## src/rtl/load_store_unit.sv

```systemverilog
// load_store_unit
// CPU-side initiator for data-memory loads and stores. Accepts one command
// from the execute stage, drives a registered req/ack memory bus with a
// word-aligned address, byte enables and lane-aligned write data, then
// returns the extended load result with a one-cycle done pulse.
//
// Build option: LSU_MISALIGN_SPLIT_EN
//   defined   - misaligned accesses are split into two word transactions
//   undefined - misaligned accesses finish at once with err=1, no bus traffic
//
// Ports:
//   clk_cpu, reset                 clock, asynchronous active-low reset
//   start, op, adrs, wdata         command from execute stage
//   busy, done, err, rdata         status and load result to the pipeline
//   mem_req, mem_we, mem_adrs,     registered memory request bus
//   mem_be, mem_wdata
//   mem_ack, mem_rdata             memory response
//
// Opcode codes come from src/defines.v; fallback values are provided so the
// block also elaborates on its own.

`ifndef OP_lb
`define OP_lb  6'h20
`define OP_lh  6'h21
`define OP_lw  6'h23
`define OP_lbu 6'h24
`define OP_lhu 6'h25
`define OP_sb  6'h28
`define OP_sh  6'h29
`define OP_sw  6'h2B
`endif

module load_store_unit #(
   parameter int TIMEOUT = 16
) (
   input  logic        clk_cpu,
   input  logic        reset,
   input  logic        start,
   input  logic [5:0]  op,
   input  logic [31:0] adrs,
   input  logic [31:0] wdata,
   output logic        busy,
   output logic        done,
   output logic        err,
   output logic [31:0] rdata,
   output logic        mem_req,
   output logic        mem_we,
   output logic [31:0] mem_adrs,
   output logic [3:0]  mem_be,
   output logic [31:0] mem_wdata,
   input  logic        mem_ack,
   input  logic [31:0] mem_rdata
);

   localparam logic [1:0] ST_IDLE = 2'd0;
   localparam logic [1:0] ST_ACC0 = 2'd1;
   localparam logic [1:0] ST_ACC1 = 2'd2;
   localparam logic [1:0] ST_FIN  = 2'd3;

   localparam logic [1:0] SZ_B = 2'd0;
   localparam logic [1:0] SZ_H = 2'd1;
   localparam logic [1:0] SZ_W = 2'd2;

`ifdef LSU_MISALIGN_SPLIT_EN
   localparam logic SPLIT_EN = 1'b1;
`else
   localparam logic SPLIT_EN = 1'b0;
`endif

   // Timeout fires on the edge that would make the wait count equal TIMEOUT.
   localparam logic        TMO_EN   = (TIMEOUT > 0) ? 1'b1 : 1'b0;
   localparam logic [31:0] TMO_LAST = (TIMEOUT > 0) ? 32'(TIMEOUT - 1) : 32'd0;

   logic [1:0]  state_r;
   logic [1:0]  size_r;
   logic        sign_r;
   logic [1:0]  off_r;
   logic        split_r;
   logic [3:0]  be_hi_r;
   logic [31:0] wd_hi_r;
   logic [31:0] word0_r;
   logic [31:0] tmo_cnt_r;

   logic        legal_s;
   logic        store_s;
   logic        sign_s;
   logic [1:0]  size_s;
   logic [3:0]  be_base_s;
   logic [31:0] wmask_s;
   logic [7:0]  be8_s;
   logic [63:0] wd64_s;
   logic        split_need_s;
   logic [63:0] ld64_s;
   logic [31:0] ld_word_s;
   logic [31:0] ld_ext_s;

   // Sign- or zero-extend the lane-shifted load word to 32 bits.
   function automatic logic [31:0] extend(input logic [31:0] w,
                                          input logic [1:0]  sz,
                                          input logic        sgn);
      logic [31:0] r;
      case (sz)
         SZ_B:    r = sgn ? {{24{w[7]}}, w[7:0]} : {24'h000000, w[7:0]};
         SZ_H:    r = sgn ? {{16{w[15]}}, w[15:0]} : {16'h0000, w[15:0]};
         default: r = w;
      endcase
      return r;
   endfunction

   // Opcode decode: legality, direction, size and signedness.
   always_comb begin
      legal_s = 1'b0;
      store_s = 1'b0;
      sign_s  = 1'b0;
      size_s  = SZ_W;
      case (op)
         `OP_lb:  begin legal_s = 1'b1; sign_s = 1'b1; size_s = SZ_B; end
         `OP_lh:  begin legal_s = 1'b1; sign_s = 1'b1; size_s = SZ_H; end
         `OP_lw:  begin legal_s = 1'b1; size_s = SZ_W; end
         `OP_lbu: begin legal_s = 1'b1; size_s = SZ_B; end
         `OP_lhu: begin legal_s = 1'b1; size_s = SZ_H; end
         `OP_sb:  begin legal_s = 1'b1; store_s = 1'b1; size_s = SZ_B; end
         `OP_sh:  begin legal_s = 1'b1; store_s = 1'b1; size_s = SZ_H; end
         `OP_sw:  begin legal_s = 1'b1; store_s = 1'b1; size_s = SZ_W; end
         default: begin legal_s = 1'b0; end
      endcase
   end

   // Lane placement over a two-word window: the low half goes out in ACC0,
   // anything spilling into the high half needs a second access in ACC1.
   always_comb begin
      be_base_s = 4'b1111;
      wmask_s   = 32'hFFFF_FFFF;
      case (size_s)
         SZ_B:    begin be_base_s = 4'b0001; wmask_s = 32'h0000_00FF; end
         SZ_H:    begin be_base_s = 4'b0011; wmask_s = 32'h0000_FFFF; end
         default: begin be_base_s = 4'b1111; wmask_s = 32'hFFFF_FFFF; end
      endcase
      be8_s        = 8'({4'b0000, be_base_s} << adrs[1:0]);
      wd64_s       = store_s ? ({32'h0000_0000, wdata & wmask_s} << {adrs[1:0], 3'b000})
                             : 64'h0;
      split_need_s = |be8_s[7:4];
   end

   // Load assembly: in ACC1 the first word sits in the low half of the window.
   always_comb begin
      ld64_s    = (state_r == ST_ACC1) ? {mem_rdata, word0_r} : {32'h0000_0000, mem_rdata};
      ld_word_s = 32'(ld64_s >> {off_r, 3'b000});
      ld_ext_s  = extend(ld_word_s, size_r, sign_r);
   end

   // Control FSM with registered bus and status outputs.
   always_ff @(posedge clk_cpu or negedge reset) begin
      if (!reset) begin
         state_r   <= ST_IDLE;
         size_r    <= 2'd0;
         sign_r    <= 1'b0;
         off_r     <= 2'd0;
         split_r   <= 1'b0;
         be_hi_r   <= 4'd0;
         wd_hi_r   <= 32'd0;
         word0_r   <= 32'd0;
         tmo_cnt_r <= 32'd0;
         busy      <= 1'b0;
         done      <= 1'b0;
         err       <= 1'b0;
         rdata     <= 32'd0;
         mem_req   <= 1'b0;
         mem_we    <= 1'b0;
         mem_adrs  <= 32'd0;
         mem_be    <= 4'd0;
         mem_wdata <= 32'd0;
      end else begin
         case (state_r)
            ST_IDLE: begin
               done <= 1'b0;
               err  <= 1'b0;
               if (start) begin
                  size_r  <= size_s;
                  sign_r  <= sign_s;
                  off_r   <= adrs[1:0];
                  split_r <= split_need_s;
                  be_hi_r <= be8_s[7:4];
                  wd_hi_r <= wd64_s[63:32];
                  if (!legal_s || (split_need_s && !SPLIT_EN)) begin
                     state_r <= ST_FIN;
                     done    <= 1'b1;
                     err     <= 1'b1;
                  end else begin
                     state_r   <= ST_ACC0;
                     busy      <= 1'b1;
                     mem_req   <= 1'b1;
                     mem_we    <= store_s;
                     mem_adrs  <= {adrs[31:2], 2'b00};
                     mem_be    <= be8_s[3:0];
                     mem_wdata <= wd64_s[31:0];
                     tmo_cnt_r <= 32'd0;
                  end
               end
            end
            ST_ACC0, ST_ACC1: begin
               // An ack in the expiry cycle takes priority over the timeout.
               if (mem_ack) begin
                  tmo_cnt_r <= 32'd0;
                  if ((state_r == ST_ACC0) && split_r) begin
                     state_r   <= ST_ACC1;
                     word0_r   <= mem_rdata;
                     mem_adrs  <= mem_adrs + 32'd4;
                     mem_be    <= be_hi_r;
                     mem_wdata <= wd_hi_r;
                  end else begin
                     state_r   <= ST_FIN;
                     busy      <= 1'b0;
                     done      <= 1'b1;
                     err       <= 1'b0;
                     mem_req   <= 1'b0;
                     mem_we    <= 1'b0;
                     mem_be    <= 4'd0;
                     mem_wdata <= 32'd0;
                     if (!mem_we) begin
                        rdata <= ld_ext_s;
                     end
                  end
               end else if (TMO_EN && (tmo_cnt_r == TMO_LAST)) begin
                  state_r   <= ST_FIN;
                  busy      <= 1'b0;
                  done      <= 1'b1;
                  err       <= 1'b1;
                  mem_req   <= 1'b0;
                  mem_we    <= 1'b0;
                  mem_be    <= 4'd0;
                  mem_wdata <= 32'd0;
                  tmo_cnt_r <= 32'd0;
               end else if (TMO_EN) begin
                  tmo_cnt_r <= tmo_cnt_r + 32'd1;
               end else begin
                  tmo_cnt_r <= 32'd0;
               end
            end
            ST_FIN: begin
               done    <= 1'b0;
               err     <= 1'b0;
               state_r <= ST_IDLE;
            end
            default: begin
               state_r <= ST_IDLE;
               busy    <= 1'b0;
               done    <= 1'b0;
               err     <= 1'b0;
               mem_req <= 1'b0;
            end
         endcase
      end
   end

endmodule

```

## config.mk

```make
export PLATFORM = sky130hd
export DESIGN_NAME = load_store_unit
export DESIGN_NICKNAME = d
export VERILOG_FILES = /design/src/rtl/load_store_unit.sv
export SDC_FILE = /design/constraint.sdc
export NUM_CORES = 1
export LEC_CHECK = 0
export CORE_MARGIN = 2
export CORE_UTILIZATION = 45
export CTS_BUF_LIST = sky130_fd_sc_hd__clkbuf_8
export DETAILED_ROUTE_END_ITERATION = 7
export GPL_TIMING_DRIVEN = 0
export PLACE_DENSITY_LB_ADDON = 0.3
export REMOVE_ABC_BUFFERS = 1
export SLEW_MARGIN = 20
export SYNTH_ARGS = -nofsm -noshare
export SYNTH_HDL_FRONTEND = slang
export SYNTH_SLANG_ARGS = --single-unit
```

## constraint.sdc

```tcl
create_clock -name clk_cpu -period 3.29 [get_ports clk_cpu]
set_clock_uncertainty 0.05 [all_clocks]
set_input_delay 0.329 -clock clk_cpu [delete_from_list [all_inputs] [get_ports clk_cpu]]
set_output_delay 0.329 -clock clk_cpu [all_outputs]
set_load 0.005 [all_outputs]
```

==> Word level (Yosys, flattened, before mapping) <==
Index checks and enable logic that the tools add are counted.
{ "totals": {"regBits": 212, "inputBits": 106, "output_inout_bits": 105, "elab_cells": 124} }
{ "op_classes": {"addsub": 2, "n_eq_ne": 20, "n_shift": 3, "muxes": 56, "n_bitwise": 3, "n_reduce_logical": 23} }
{ "ops": {"columns": ["cell", "count"], "rows": [
  ["32-bit two-way mux", 15],
  ["32-bit case mux with 2 select lines", 5],
  ["64-bit two-way mux", 2],
  ["32-bit by 5-bit << shifter with 64-bit output", 1],
  ["64-bit by 5-bit right shift with 32-bit output", 1],
  ["6-bit == test (second input constant)", 8],
  ["32-bit by 1-bit adder with 32-bit output (second input constant)", 1],
  ["32-bit by 3-bit adder with 32-bit output (second input constant)", 1],
  ["32-bit bitwise AND", 1],
  ["32-bit by 4-bit == test with 1-bit output (second input constant)", 1],
  ["4-bit two-way mux", 5],
  ["1-bit two-way mux", 17],
  ["4-bit case mux with 2 select lines", 2],
  ["5-bit AND reduction", 2],
  ["3-bit OR reduction", 3],
  ["2-bit two-way mux", 4],
  ["2-bit != test (second input constant)", 4],
  ["4-bit AND reduction", 2],
  ["8-bit OR reduction", 1],
  ["4-bit by 2-bit << shifter with 8-bit output", 1],
  ["2-bit by 1-bit == test with 1-bit output (second input constant)", 3],
  ["2-bit zero test", 3],
  ["3-bit != test (second input constant)", 2],
  ["1-bit case mux with 3 select lines", 2],
  ["other kinds (13)", 20]
]} }

==> Depth between registers and ports, before layout <==
Gate-level depths: netlist (run 1).
{ "logic_depth": {"word_depth": 11, "mapped_depth": 10, "mapped_depth_nobuf": 7} }

==> Worst setup path after synthesis (run 1) <==
OpenSTA, ideal clock, no wires.
{ "synth_path": {"path_type": "reg2reg", "start": "register state_r[0]", "end": "register rdata[18]", "setup_time_ns": 0.126, "t_arrival_ns": 2.156, "required_ns": 3.114, "path_slack_ns": 0.958, "stages_incl_launch_ff": 10, "n_path_buf": 2, "synth_period_minus_slack_ns": 2.332, "path_cell_list": "dfrtp_1 -> inv_1 -> ha_1 -> buf_2 -> mux4_2 -> mux2i_1 -> o21ai_2 -> nor2_4 -> buf_2 -> a21oi_1"} }
{ "synth_between": {"elab_chain_len": 5, "elab_cells_between_ends": 11, "cone_classes": "2 x eq/ne; 1 x shift; 4 x mux; 1 x bitwise; 3 x reduce/logical"} }
{ "synth_lines": {"columns": ["item", "line", "source"], "rows": [
  ["start: declaration", "74", "logic [1:0] state_r;"],
  ["start signal: assignment", "155", "state_r <= ST_IDLE;"],
  ["start signal: assignment", "186", "state_r <= ST_FIN;"],
  ["start signal: assignment", "190", "state_r <= ST_ACC0;"],
  ["2-bit == test", "147, 174", null],
  ["64-bit two-way mux", "147", "ld64_s = (state_r == ST_ACC1) ? {mem_rdata, word0_r} : {32'h0000_0000, mem_rdata};"],
  ["64-bit by 5-bit right shift with 32-bit output", "148", "ld_word_s = 32'(ld64_s >> {off_r, 3'b000});"],
  ["32-bit two-way mux, on equally long branches", "104, 103", null],
  ["32-bit case mux with 2 select lines", "102", "case (sz)"],
  ["end signal: assignment", "221", "rdata <= ld_ext_s;"],
  ["end: declaration", "45", "output logic [31:0] rdata,"]
]} }
Several ways; a longest one is shown, not always the timed one.
A chain may end at the register's enable or synchronous reset.

==> Worst setup path in the final report (run 1) <==
{ "layout_path": {"start": "register state_r[0]", "end": "register mem_wdata[6]"} }
{ "layout_between": {"elab_chain_len": 5, "elab_cells_between_ends": 13, "cone_classes": "5 x eq/ne; 3 x mux; 5 x reduce/logical"} }
{ "layout_lines": {"columns": ["item", "line", "source"], "rows": [
  ["2-bit by 1-bit == test with 1-bit output", "174, 205", null],
  ["1-bit logical AND", "205", "if ((state_r == ST_ACC0) && split_r) begin"],
  ["32-bit two-way mux", "205", null],
  ["32-bit two-way mux", "203", "if (mem_ack) begin"],
  ["32-bit case mux with 2 select lines", "174", "case (state_r)"],
  ["end signal: assignment", "196", "mem_wdata <= wd64_s[31:0];"],
  ["end signal: assignment", "210", "mem_wdata <= wd_hi_r;"],
  ["end: declaration", "50", "output logic [31:0] mem_wdata,"]
]} }
Several ways; a longest one is shown, not always the timed one.

==> run_results.csv, run 1 <==
group,metric,value,unit
synthesis,yosys.area.top_type_share,0.439,
route,vias,11100,
synthesis,ys_types,77,
floorplan,die_w,164,microns
synthesis,synth_flop_cell,"dfrtp_1",
clocking,cts_max_path_buffers,3,
timing,setup_slack,259,ps
worst_setup_path,required,3640,ps
timing,layout_min_cycle_time,3030,ps
hold_path,min_path_type,"in -> async",
global_routing,grt_pass1_wl,56.9,mm
synthesis,yosys.area.top_type,"dfrtp_1",
timing,relSlewSlack,0.328,
worst_setup_path,crit_arrival,3380,ps
synthesis,syn_area,11500,sq um
timing,hold_viol_final,0,
final_layout,diodes,0,
final_layout,finish.utilization,0.584,
run,maxCapViolations,0,
placement,placed_cell_area,13800,sq um
final_layout,layout_commonest_cell,"nand2_1",
timing,finalSetupViolations,0,
final_layout,final-seq-area,5030,sq um
global_routing,antenna_found_initial,0,
global_routing,grt_max_degree,87,
final_layout,syn2layout_area_growth,28.1,%
synthesis,yosys_warnings,0,
synthesis,synth_edf_count,0,
route,post_drt_wl_per_cell,19.6,microns
timing,timing.final.crit_share,0.921,
timing,rsz0062_at_grt,"false",
worst_setup_path,crit_path_start_kind,"flip-flop",
route,drt-initial-drc-count,1046,
route,met1Wirelength,15.5,mm
clocking,clock-sinks,201,
route,highest_layer,"met4",
placement,dp_hpwl,23.7,mm
placement,pre_cts_ws,-533,ps
global_routing,grt.overflow.total,0,
power,power_density,820,nW/um^2
floorplan,ios,211,
worst_setup_path,cp-end-kind,"flip-flop",
route,drc,0,
timing,tightest_slew,1000,ps
route,ant_nets,0,
timing,max_freq,330,MHz
floorplan,die_area,26800,sq um
clocking,h-tree-depth,2,
synthesis,syn_area_per_cell,8.85,sq um
final_layout,multi_input_area,6040,sq um
route,drt-pass1-iter-count,5,
route,met2_length,16.6,mm
placement,portBuffers,208,
clocking,cts_tree,"done",
synthesis,synth-seq-cells,201,
clocking,numCtsBuffers,37,
global_routing,grt_pass1_vias,10800,
power,peakVddDrop,0.000506,V
floorplan,coreArea,25100,sq um
floorplan,die_height,164,microns
worst_setup_path,cp_max_fo,40,
final_layout,most-common-layout-cells,"nand2_1, clkdlybuf4s50_1, dfrtp_1",
synthesis,synth_cells,1295,
worst_setup_path,critPathKind,"reg -> reg",
final_layout,drive_gt1_frac,0.0946,
floorplan,start_util,0.456,
clocking,path_clk_slew,60,ps
synthesis,synthArstFlopShare,1.00,
final_layout,stdcell_area,14700,sq um
timing,final_max_slew_viol_count,0,
final_layout,final.fill_count,2245,
route,wl,35.6,mm
route,vias_per_cell,6.08,
clocking,cts-root-buf,"clkbuf_8",
clocking,clk_latency,530,ps
outcome,status,"complete, no violations",
placement,gp_congestion,0.884,
synthesis,yosys-top-cells-area,"dfrtp_1, nand2_1, o21ai_0",
final_layout,fin_nets,1582,
global_routing,grt_use_total,0.264,
power,p_leak,0.00597,uW
floorplan,row_count,58,
synthesis,ys_seq_area_frac,0.439,
route,wl_met3,2.61,mm
power breakdown:
group	switching [uW]	internal (uW)
Clock	1040	1300
Sequential	741	3240
Combinational	3100	2600
Total	4880	7140
synth_stat cells (all sizes together) (5+ instances only):
master  instances
a211oi         18
nand2b         14
nor2           82
or4             7
nand2         239
o21ai         110
mux4           10
a22o           37
nand3          31
mux2           17
mux2i          41
ha              6
dfrtp         201
o22ai          22
or3            12
clkbuf         57
a21oi          87
nor3           22
buf            41
nor4           18
inv            19
and3           12
nor2b           8
nand4          23
o311ai          8
a22oi          24
o31a            5
a31oi          17
nor3b          12
o31ai          21
o22a           15
and4            5
what timing repair did:
action | 4_1_cts | 5_1_grt
endpoints found under the setup margin | 38 | 89
gates cloned | 1 | 2
hold buffers | 1 | 0
endpoints found under the hold margin | 48 | 0
resized for setup | 1 | 4
pin swaps | 2 | 2
setup buffers | 4 | 3
stage by stage:
| step | setup TNS, ps | cells | hold slack [ps] | power (uW) |
|---|---|---|---|---|
| 5_1_grt | 0 | 1820 | 292 | 12800 |
| 3_3_place_gp | -1829670 | 1736 | 408 | 9210 |
| 6_report | 0 | 1820 | 262 | 12000 |
| 4_1_cts | 0 | 1815 | 269 | 12000 |
| 2_1_floorplan | -94690 | 1198 | -16.6 | 6910 |
| 3_5_place_dp | -29780 | 1750 | 220 | 9550 |
cell families (layout without fill, tap and decap cells):
family                   after synthesis  after routing  share of synthesized area
AO/OA/AOI/OAI                        405            406                      0.232
XOR/XNOR                               2              2                    0.00153
adder cells (fa/ha/maj)                6              6                    0.00655
buffers and inverters                117            309                     0.0439
flip-flops                           201            201                      0.439
multiplexers                          68             68                     0.0722
other                                  1              2                   0.000327
AND/OR/NAND/NOR                      495            496                      0.205
final cells by class:
class | instances | area share
clock buffers | 45 | 0.0422
clock inverters | 14 | 0.00631
inverters | 19 | 0.00512
multi-input cells | 980 | 0.412
flip-flops and latches | 201 | 0.343
well taps | 330 | 0.0281
repair buffers | 230 | 0.163
repair inverters | 1 | 0.000341
path summary, 6_finish.rpt:
path	startpoint	slack (ps)	depth (start not counted)	endpoint
min in group clk_cpu	adrs[20]	330	3	mem_adrs[20]
hold reg to reg	word0_r[7]	430	2	word0_r[7]
hold / removal	reset	260	2	mem_wdata[15]
setup reg to reg	state_r[0]	260	7	mem_wdata[6]
setup / recovery	state_r[0]	260	7	mem_wdata[6]
max in group asynchronous	reset	1790	4	rdata[2]
worst max-delay path, stage by stage (launching register included):
cell,delay (ps)
dfrtp_1,410
inv_1,170
ha_4,220
nand2_2,490
nand2_1,380
o21ai_4,310
nor2_4,480
mux2_2,390
registers in the layout, indices dropped and copies added, names as in the netlist:
signal,cells
err,1
mem_adrs,30
mem_req,1
be_hi_r,3
split_r,1
mem_wdata,32
state_r,2
mem_be,4
done,1
size_r,2
sign_r,1
word0_r,32
tmo_cnt_r,32
wd_hi_r,24
off_r,2
mem_we,1
rdata,32
metal layers:
layer | track usage | vias to the layer above
met1 | 0.370 | 5413
met5 | 0 | -
li1 | - | 5119
met3 | 0.0495 | 67
met2 | 0.415 | 469
met4 | 0.0801 | 0
(Power assumes the default switching activity.)
==> inputs of run 2 (changes only) <==
Settings changed: CORE_ASPECT_RATIO from default to 0.6, SETUP_SLACK_MARGIN from default to 0.15.
==> run 2 against run 1 <==
Flip-flop and latch count did not move. Design area barely moved. First-iteration DRC count fell by 2.4%. Final cell count fell by 0.11%. Sequential share of layout area barely moved. Die area rose by 0.16%. Combinational power rose by 3%. Setup slack improved by 33 ps. Via count rose by 0.73%. Largest cell class unchanged. Largest power group unchanged. Highest routed layer unchanged.
==> run_results.csv, run 2 (synthesis gave the netlist of run 1 again) <==
group,metric,value,unit
final_layout,most-common-layout-cells,"nand2_1, clkdlybuf4s50_1, dfrtp_1",
clocking,clk_latency,600,ps
clocking,path_clk_slew,70,ps
route,drt-pass1-iter-count,6,
global_routing,grt.overflow.total,0,
route,wl,37.0,mm
final_layout,fin_nets,1577,
placement,dp_hpwl,24.9,mm
worst_setup_path,required,3720,ps
final_layout,layout_commonest_cell,"nand2_1",
route,drt-initial-drc-count,1021,
floorplan,start_util,0.455,
clocking,clock-sinks,201,
final_layout,multi_input_area,6070,sq um
worst_setup_path,cp_max_fo,41,
hold_path,min_path_type,"in -> reg",
clocking,h-tree-depth,1,
global_routing,antenna_found_initial,0,
floorplan,die_height,128,microns
power,power_density,828,nW/um^2
final_layout,final-seq-area,5030,sq um
worst_setup_path,crit_path_start_kind,"flip-flop",
worst_setup_path,slowest_stage,"ha_4",
floorplan,row_count,45,
timing,setup_slack,292,ps
final_layout,diodes,0,
final_layout,final.fill_count,2167,
timing,hold_viol_final,0,
placement,placed_cell_area,13800,sq um
timing,timing.final.crit_share,0.911,
clocking,numCtsBuffers,31,
route,drc,0,
floorplan,die_area,26800,sq um
timing,layout_min_cycle_time,3000,ps
placement,pre_cts_ws,-752,ps
timing,relSlewSlack,0.220,
worst_setup_path,critical_path.cell_chain,"inv_1 > ha_4 > mux2i_2 > a21oi_1 > a21boi_2 > buf_6 > a21boi_0 > a221o_1",
route,post_drt_wl_per_cell,20.4,microns
clocking,cts_tree,"done",
final_layout,drive_gt1_frac,0.0967,
clocking,cts_max_path_buffers,3,
power,peakVddDrop,0.000353,V
timing,tightest_slew,1170,ps
placement,portBuffers,208,
timing,finalSetupViolations,0,
global_routing,grt_pass1_wl,58.4,mm
worst_setup_path,critPathKind,"reg -> reg",
worst_setup_path,max_stage_delay,610,ps
final_layout,stdcell_area,14700,sq um
timing,fin_tns_setup,0,ps
global_routing,grt_max_degree,71,
run,maxCapViolations,0,
timing,max_freq,334,MHz
route,vias,11100,
route,vias_per_cell,6.13,
floorplan,coreArea,25200,sq um
placement,gp_congestion,0.879,
final_layout,finish.utilization,0.583,
global_routing,grt_use_total,0.271,
floorplan,ios,211,
global_routing,grt_pass1_vias,10600,
outcome,status,"complete, no violations",
clocking,cts-root-buf,"clkbuf_8",
timing,final_max_slew_viol_count,0,
worst_setup_path,crit_arrival,3420,ps
worst_setup_path,cp-end-kind,"flip-flop",
floorplan,die_w,210,microns
timing,rsz0062_at_grt,"false",
final_layout,syn2layout_area_growth,28.0,%
power,p_leak,0.00597,uW
route,ant_nets,0,
[run 2: changes by cell type in the layout (fill, tap and decap cells not counted), sizes merged]
cell,delta
clkinv,+4
buf,+3
inv,+1
clkbuf,-4
nor2,-1
dlymetal6s2s,-1
clkinvlp,-3
[run 2: layout make-up]
type | count | area share
Sequential cell | 201 | 0.343
Clock inverter | 17 | 0.00717
Inverter | 19 | 0.00486
Clock buffer | 40 | 0.0375
Tap cell | 329 | 0.0281
Multi-Input combinational cell | 979 | 0.414
Timing Repair Buffer | 233 | 0.166
[run 2: critical path, delay by kind of cell, from the launching register on]
| kind | cells | cell delay (ps) |
|---|---|---|
| multiplexers | 1 | 340 |
| flip-flops | 1 | 440 |
| adder cells (fa/ha/maj) | 1 | 610 |
| AO/OA/AOI/OAI | 4 | 1080 |
| buffers and inverters | 2 | 360 |
[run 2: stage by stage]
| step | total power [uW] | hold slack [ps] | cells |
|---|---|---|---|
| 3_5_place_dp | 9640 | 258 | 1750 |
| 5_1_grt | 12900 | 155 | 1818 |
| 2_1_floorplan | 6910 | -16.6 | 1198 |
| 3_3_place_gp | 9240 | 410 | 1735 |
| 6_report | 12100 | 152 | 1818 |
| 4_1_cts | 12000 | 119 | 1812 |
[run 2: repair_timing]
item | CTS | global route
buffers inserted | 3 | 6
endpoints found under the hold margin | 64 | 0
hold buffers | 1 | 0
endpoints found under the setup margin | 63 | 60
pin swaps | 3 | 3
gates cloned | 1 | 0
gates resized for setup | 5 | 9
[run 2: per-layer routing]
| metal | part of all wire | vias to the layer above | track usage |
|---|---|---|---|
| met1 | 0.47 | 5465 | 0.419 |
| met3 | 0.092 | 47 | 0.0632 |
| met5 | 0 | - | 0 |
| met4 | 0.015 | 0 | 0.0542 |
| met2 | 0.42 | 527 | 0.386 |
| li1 | - | 5110 | - |
[run 2: power by group]
| part | switching, uW | internal, uW | leakage (uW) |
|---|---|---|---|
| Sequential | 832 | 3230 | 0.00257 |
| Combinational | 3110 | 2740 | 0.00303 |
| Clock | 1060 | 1170 | 0.000368 |
[run 2: final timing paths]
kind	endpoint	slack, ps	depth (start not counted)	startpoint
max reg2reg	mem_adrs[13]	290	8	state_r[1]
max in group asynchronous	off_r[0]	1880	4	reset
min in group asynchronous	mem_wdata[12]	200	2	reset
max	mem_adrs[13]	290	8	state_r[1]
min reg2reg	word0_r[4]	430	2	word0_r[4]
min	off_r[0]	150	3	adrs[0]
==> inputs of run 3 (changes only) <==
Settings changed: SETUP_SLACK_MARGIN 0.15 to default.
==> run 3 against run 2 <==
Fmax shrank 5.2%. Highest routed layer unchanged. Final cell count is essentially flat. Non-clock buffer count shrank 1. Critical path type unchanged. Largest cell class unchanged.
==> run_results.csv, run 3 (synthesis gave the netlist of run 1 again) <==
group,metric,value,unit
worst_setup_path,crit_path_start_kind,"flip-flop",
final_layout,final-seq-area,5030,sq um
worst_setup_path,reg2reg_slack,130,ps
worst_setup_path,cp-end-kind,"flip-flop",
floorplan,die_area,26800,sq um
timing,holdWs,154,ps
route,drt-initial-drc-count,1043,
timing,tightest_slew,1120,ps
final_layout,drive_gt1_frac,0.0921,
clocking,path_clk_slew,70,ps
final_layout,syn2layout_area_growth,27.7,%
placement,dp.cells,1750,
floorplan,start_util,0.455,
worst_setup_path,ff2ff_path_depth,7,
floorplan,die_height,128,microns
power,power_density,825,nW/um^2
timing,max_freq,316,MHz
final_layout,finish.utilization,0.581,
worst_setup_path,cp_max_fo,9,
final_layout,multi_input_area,6050,sq um
worst_setup_path,cpMostUsedCell,"inv_1",
route,drt-pass1-iter-count,7,
worst_setup_path,max_stage_delay,780,ps
global_routing,grt_max_degree,71,
final_layout,instances_no_fill,1817,
hold_path,min_path_type,"in -> reg",
worst_setup_path,required,3770,ps
timing,finalSetupViolations,0,
worst_setup_path,critical-path-top-delay-family,"simple AND/OR/NAND/NOR gates",
timing,timing.final.crit_share,0.962,
clocking,h-tree-depth,1,
route,drc,0,
global_routing,grt_pass1_vias,10600,
placement,placed_cell_area,13800,sq um
worst_setup_path,worstReg2RegEnd,"wd_hi_r[17]",
hold_path,hold_depth,3,
placement,portBuffers,208,
power,total_power,12100,uW
worst_setup_path,critPathBufInv,2,
timing,relSlewSlack,0.254,
worst_setup_path,critPathKind,"reg -> reg",
floorplan,ios,211,
route,vias_per_cell,6.19,
clocking,clk_latency,600,ps
worst_setup_path,critical_path.cell_chain,"inv_1 > ha_4 > inv_1 > nor2_1 > and3_1 > nor2b_1 > a22o_1",
outcome,status,"complete, no violations",
worst_setup_path,r2r-start,"state_r[0]",
timing,rsz0062_at_grt,"false",
global_routing,grt.overflow.total,0,
final_layout,fin_nets,1576,
hold_path,min_to,"off_r[0]",
final_layout,layout_commonest_cell,"nand2_1",
clocking,cts_tree,"done",
worst_setup_path,crit_arrival,3650,ps
global_routing,grt_pass1_wl,58.4,mm
clocking,numCtsBuffers,31,
route,vias,11200,
timing,layout_min_cycle_time,3160,ps
worst_setup_path,slowest_stage,"nor2b_1",
final_layout,stdcell_area,14600,sq um
route,post_drt_wl_per_cell,20.3,microns
timing,hold_viol_final,0,
power,peakVddDrop,0.000356,V
floorplan,die_w,210,microns
floorplan,coreArea,25200,sq um
run,maxCapViolations,0,
clocking,clock-sinks,201,
placement,dp_hpwl,24.9,mm
clocking,cts_max_path_buffers,3,
global_routing,antenna_found_initial,0,
final_layout,diodes,0,
final_layout,final.fill_count,2165,
clocking,cts-root-buf,"clkbuf_8",
power,p_leak,0.00597,uW
hold_path,hp-start,"adrs[0]",
floorplan,row_count,45,
placement,gp_congestion,0.879,
route,ant_nets,0,
timing,final_max_slew_viol_count,0,
route,wl,36.9,mm
final_layout,most-common-layout-cells,"nand2_1, clkdlybuf4s50_1, dfrtp_1",
global_routing,grt_use_total,0.271,
## run 3: routing by layer
layer  vias up  wire length [microns]  global-route usage  share of wire
li1       5122                      -                   -              -
met1      5514                  17400               0.421           0.47
met2       554                  15300               0.386           0.42
met3        54                   3530              0.0607          0.096
met4         0                    603              0.0538          0.016
met5         -                      0                   0              0
## run 3: cell type report
cell class	count	share of cell area
tap	329	0.0281
clock inverter	17	0.00718
clock buffer	40	0.0376
sequential	201	0.344
timing repair buffer	232	0.165
multi-input combinational	979	0.413
inverter	19	0.00487
## run 3: worst max-delay path by stage
stage	startpoint	end	slack (ps)	depth (start not counted)
finish	state_r[0]	wd_hi_r[17]	130	7
floorplan	state_r[0]	rdata[28]	-1600	7
CTS	state_r[1]	rdata[20]	90	8
global placement	reset	mem_adrs[25]	-6950	1
detailed placement	state_r[0]	mem_wdata[2]	-750	7
global route	state_r[1]	rdata[20]	20	8
## run 3: report_power, final
part	internal, uW	switching [uW]	total, uW
registers	3240	829	4060
logic	2710	3070	5770
clock network	1170	1060	2230
total	7110	4960	12100
## run 3: per-stage QoR
stage	setup WS [ps]	setup TNS, ps
floorplan	-1600	-94690
detailed placement	-752	-33360
global placement	-6950	-1853600
finish	126	0
CTS	88.2	0
global route	19.5	0
## run 3: worst min-delay path, stage by stage
cell     delay (ps)
buf_2           240
nand2_1         140
nand2_1          50
## run 3: repair_timing
item,4_1_cts,5_1_grt
buffers inserted,3,5
gates resized for setup,4,3
pin swaps,2,3
hold buffers,1,0
gates cloned,1,0
hold endpoints to repair,64,0
endpoints found under the setup margin,43,51
